## config.mk

```make
export PLATFORM = sky130hd
export DESIGN_NAME = wb_master_bif
export DESIGN_NICKNAME = d
export VERILOG_FILES = /design/src/rtl/wb_master_bif.sv
export SDC_FILE = /design/constraint.sdc
export NUM_CORES = 1
export LEC_CHECK = 0
export CORE_MARGIN = 2
export CORE_UTILIZATION = 42
export DETAILED_ROUTE_END_ITERATION = 7
export PLACE_DENSITY = 0.82
export SYNTH_ARGS = -nofsm -noshare
export SYNTH_HDL_FRONTEND = slang
export SYNTH_SLANG_ARGS = --single-unit
```

## constraint.sdc

```tcl
create_clock -name wb_clk_i -period 2.1 [get_ports wb_clk_i]
set_input_delay 0.315 -clock wb_clk_i [delete_from_list [all_inputs] [get_ports wb_clk_i]]
set_output_delay 0.315 -clock wb_clk_i [all_outputs]
set_load 0.02 [all_outputs]
```

## src/rtl/wb_master_bif.sv

```systemverilog
// Wishbone B4 classic-cycle initiator for the CPU MEM stage: one registered bus cycle per
// request, pipeline stall until ack/timeout, load data presented for one released cycle.
module wb_master_bif #(
    parameter int AW      = 32,
    parameter int DW      = 32,
    parameter int TIMEOUT = 255
) (
    input  logic          wb_clk_i,
    input  logic          wb_rst_n_i,
    input  logic          cpu_ce_i,
    input  logic          cpu_we_i,
    input  logic [AW-1:0] cpu_adr_i,
    input  logic [DW-1:0] cpu_dat_i,
    input  logic [3:0]    cpu_sel_i,
    input  logic          cpu_stall_i,
    input  logic          flush_i,
    output logic [DW-1:0] cpu_dat_o,
    output logic          stallreq_o,
    output logic          bus_err_o,
    output logic [AW-1:0] wb_adr_o,
    output logic [DW-1:0] wb_dat_o,
    input  logic [DW-1:0] wb_dat_i,
    output logic [3:0]    wb_sel_o,
    output logic          wb_we_o,
    output logic          wb_stb_o,
    output logic          wb_cyc_o,
    input  logic          wb_ack_i
);
    typedef enum logic [1:0] {IDLE, BUSY, DONE} state_e;

    state_e        state_q, state_d;
    logic [AW-1:0] adr_q, adr_d;
    logic [DW-1:0] dat_q, dat_d;
    logic [3:0]    sel_q, sel_d;
    logic          we_q, we_d;
    logic          cyc_q, cyc_d;
    logic [7:0]    cnt_q, cnt_d;
    logic [DW-1:0] rd_q, rd_d;
    logic          err_q, err_d;

    always_ff @(posedge wb_clk_i or negedge wb_rst_n_i) begin
        if (!wb_rst_n_i) begin
            state_q <= IDLE;
            adr_q   <= '0;
            dat_q   <= '0;
            sel_q   <= '0;
            we_q    <= 1'b0;
            cyc_q   <= 1'b0;
            cnt_q   <= '0;
            rd_q    <= '0;
            err_q   <= 1'b0;
        end else begin
            state_q <= state_d;
            adr_q   <= adr_d;
            dat_q   <= dat_d;
            sel_q   <= sel_d;
            we_q    <= we_d;
            cyc_q   <= cyc_d;
            cnt_q   <= cnt_d;
            rd_q    <= rd_d;
            err_q   <= err_d;
        end
    end

    always_comb begin
        state_d = state_q;
        adr_d   = adr_q;
        dat_d   = dat_q;
        sel_d   = sel_q;
        we_d    = we_q;
        cyc_d   = cyc_q;
        cnt_d   = cnt_q;
        rd_d    = rd_q;
        err_d   = 1'b0;
        case (state_q)
            IDLE: begin
                if (cpu_ce_i && !flush_i) begin
                    adr_d   = cpu_adr_i;
                    dat_d   = cpu_dat_i;
                    sel_d   = cpu_sel_i;
                    we_d    = cpu_we_i;
                    cyc_d   = 1'b1;
                    cnt_d   = '0;
                    state_d = BUSY;
                end
            end
            BUSY: begin
                // flush beats ack, ack beats timeout
                if (flush_i) begin
                    cyc_d   = 1'b0;
                    state_d = IDLE;
                end else if (wb_ack_i) begin
                    cyc_d   = 1'b0;
                    rd_d    = we_q ? '0 : wb_dat_i;
                    state_d = DONE;
                end else if (cnt_q == 8'(TIMEOUT - 1)) begin
                    cyc_d   = 1'b0;
                    rd_d    = '0;
                    err_d   = 1'b1;
                    state_d = DONE;
                end else begin
                    cnt_d = cnt_q + 8'd1;
                end
            end
            DONE: begin
                // holding here while stalled keeps the same access from being re-issued
                if (flush_i || !cpu_stall_i) state_d = IDLE;
            end
            default: begin
                cyc_d   = 1'b0;
                state_d = IDLE;
            end
        endcase
    end

    assign wb_adr_o  = adr_q;
    assign wb_dat_o  = dat_q;
    assign wb_sel_o  = sel_q;
    assign wb_we_o   = we_q;
    assign wb_cyc_o  = cyc_q;
    assign wb_stb_o  = cyc_q;
    assign bus_err_o = err_q;
    assign cpu_dat_o = (state_q == DONE) ? rd_q : '0;
    // gated by reset so every output reads 0 while reset is held
    assign stallreq_o = wb_rst_n_i &&
                        (((state_q == IDLE) && cpu_ce_i && !flush_i) || (state_q == BUSY));
endmodule

```

==> impl_metrics.csv <==
group,metric,value,unit
run_status,status,"complete, no violations",
worst_setup_path,critPathLaunchType,"flip-flop",
yosys,yosysWarnings,0,
cts,tritoncts,"yes",
yosys,ys_async_sr_fraction,1.00,
sta,max_freq,496,MHz
yosys,netlist_area,4880,µm²
detailed_routing,route.detailed.drc,0,
sta,slew_violations,0,
detailed_routing,ant_nets,0,
sta,worst_slew_pin_slew,805,ps
worst_setup_path,setup.worst_path.end_class,"output pin",
cells_and_area,syn2layout_area_growth,60.6,%
cts,cts_setup_buffers,0,
sta,post-route-period-util,0.960,
worst_setup_path,required,1780,ps
global_routing,grt_pass1_wl,22100,µm
detailed_routing,vias_per_cell,4.77,
global_routing,antenna_found_initial,0,
pwr,p_leak,3.87,nW
pwr,finalPower,7.90,mW
detailed_routing,drt-initial-drc-count,181,
cells_and_area,diodes,0,
worst_setup_path,cpMaxStageDelayCell,"dfrtp_1",
die,fp.coreArea,11400,µm²
yosys,ys_types,32,
placed_design,portBuffers,211,
die,die_area,12500,µm²
cells_and_area,drive_gt1_frac,0.0752,
die,placementRows,39,
yosys,synth_top_area_frac,0.579,
cts,clk_pin_slew,50,ps
sta,timing.final.ws_setup,84.8,ps
global_routing,grt_pass1_vias,4615,
detailed_routing,vias,4356,
flow_run,cap_violations,0,
worst_setup_path,crit_fanout,6,
cts,root_buffer,"clkbuf_16",
detailed_routing,totalWireLength,13200,µm
yosys,ys_ff_latch,113,
sta,rsz0062_at_grt,"no",
cts,insertion_delay,400,ps
placed_design,dp_cells,882,
yosys,yosysSeqAreaShare,0.579,
min_path,hold_class,"in2async",
yosys,synth.area.top_cells,"dfrtp_1 (58%), nand2_1 (19%), mux2i_1 (6.6%)",
global_routing,grt_usage,0.219,
die,start_util,0.429,
cts,clockBufferDepth,2,
pwr,vdd_drop_max,0.000576,V
placed_design,post_dp_cell_area,7230,µm²
placed_design,pre_cts_slack,-106,ps
yosys,yosysTopAreaCell,"dfrtp_1",
placed_design,hpwlAfterDp,9340,µm
sta,setup_viol,0,
sta,relSlewSlack,0.464,
cts,post_cts_resized,34,
cells_and_area,fin_util,0.689,
global_routing,grt_overflow,0,
worst_setup_path,cp_slowest_stage_delay,400,ps
placed_design,gp_congestion,0.864,
worst_setup_path,crit_chain,"buf_4 > nor4b_4 > o21a_1 > clkdlybuf4s15_1",
cts,cts_buffers,17,
cts,cts_sinks,113,
sta,skew,6.79,ps
detailed_routing,dr.pass1.iters,5,
yosys,syn_nets,646,
worst_setup_path,path_buf_inv,2,
die,die_h,112,µm
cells_and_area,layout.nets,867,
yosys,synthFlopType,"dfrtp_1",
worst_setup_path,crit_arrival,1700,ps
detailed_routing,wl_per_cell,14.4,µm
cells_and_area,fin_area,7840,µm²
sta,period_minus_slack,2020,ps
worst_setup_path,crit_family,"buffers and inverters",
yosys,synthCells,537,
cts,cts_hold_buffers,0,
worst_setup_path,critical_path_class,"reg2out",
die,die_w,112,µm
global_routing,grt_start_max_net_pins,62,
die,pin_count,212,
yosys,synth-edff-count,0,
yosys,synth.avg_cell_area,9.09,µm²
sta,hold_violations,0,
cts,cts_max_level,4,
pwr,p_per_area,1010,nW/µm²
cells_and_area,final_cells,914,
==> state kept, by name, summed over array words and instances, names as in the netlist <==
name,count
rd_q,32
wb_adr_o,32
wb_dat_o,32
cnt_q,8
wb_sel_o,4
state_q,2
bus_err_o,1
wb_cyc_o,1
wb_we_o,1
==> cells by family (layout without fill, tap and decap cells) <==
family / count (synthesis) / after routing / synth area share
AOI/OAI and AO/OA: 20 / 20 / 0.0277
adders and majority gates: 2 / 2 / 0.00513
buffers and inverters: 65 / 299 / 0.0541
DFF: 113 / 113 / 0.579
muxes: 32 / 32 / 0.0656
and+or+nand+nor: 305 / 305 / 0.268
==> routing by layer <==
metal	wire (µm)	global-route usage
met1	5550	0.272
met4	298	0.0881
met3	1110	0.0871
met2	6220	0.344
met5	0	0
==> worst reg2reg max path, stage by stage (launching register included) <==
cell and delay, ps:
dfrtp_1 400, buf_4 170, or4b_2 730, buf_4 290, nand2_1 130, nand2_1 70
==> stage by stage <==
step / hold WS (ps) / setup TNS [ps]
finish: 120 / 0
global route: 173 / 0
CTS: 129 / 0
detailed placement: 463 / -4340
global placement: 457 / -604
floorplan: 19.4 / 0
==> placed cells by master, fill, tap and decap left out, types with 2 or more instances in the layout <==
cell / instances
ha_1: 2
nor2_1: 3
nor2b_2: 2
dlygate4sd2_1: 32
bufinv_16: 5
and3_1: 2
inv_1: 37
nor3_1: 3
nand4_1: 2
clkinv_2: 5
clkdlybuf4s50_1: 177
and4_1: 2
a21oi_1: 4
buf_12: 2
clkbuf_8: 2
mux2i_1: 32
a211o_1: 3
clkbuf_1: 2
dfrtp_1: 113
and2_1: 32
o21ai_0: 7
buf_4: 17
nor4_1: 2
clkbuf_16: 17
nand2_1: 243
nand3_1: 6
==> layout make-up <==
class                           count  area [µm²]
Clock buffer                       21         460
Clock inverter                     11         184
Fill cell                         858        3530
Inverter                           37         139
Multi-Input combinational cell    359        1810
Sequential cell                   113        2830
Tap cell                          143         179
Timing Repair Buffer              230        2240
==> synth_stat cells, drive strengths merged (4+ instances only) <==
| cell type | n |
|---|---|
| a21oi | 5 |
| and2 | 32 |
| buf | 8 |
| clkbuf | 20 |
| dfrtp | 113 |
| inv | 37 |
| mux2i | 32 |
| nand2 | 243 |
| nand3 | 6 |
| nor2 | 4 |
| o21ai | 7 |
==> path summary, 6_finish.rpt <==
check	start	end	slack, ps	cells after the start
worst min register to register	wb_adr_o[4]	wb_adr_o[4]	470	2
worst min-delay path	wb_rst_n_i	wb_dat_o[3]	120	2
worst max-delay path	state_q[0]	stallreq_o	80	4
max in group asynchronous	wb_rst_n_i	rd_q[9]	1410	2
min in group wb_clk_i	cpu_adr_i[3]	wb_adr_o[3]	440	3
worst max register to register	state_q[0]	wb_adr_o[19]	180	5
==> power breakdown <==
group	switching [mW]	leakage (nW)	internal (mW)
Combinational	0.967	2.12	0.910
Sequential	0.254	1.43	2.65
Clock	0.959	0.321	2.16
Note: power is estimated with default switching activity, not from simulation.
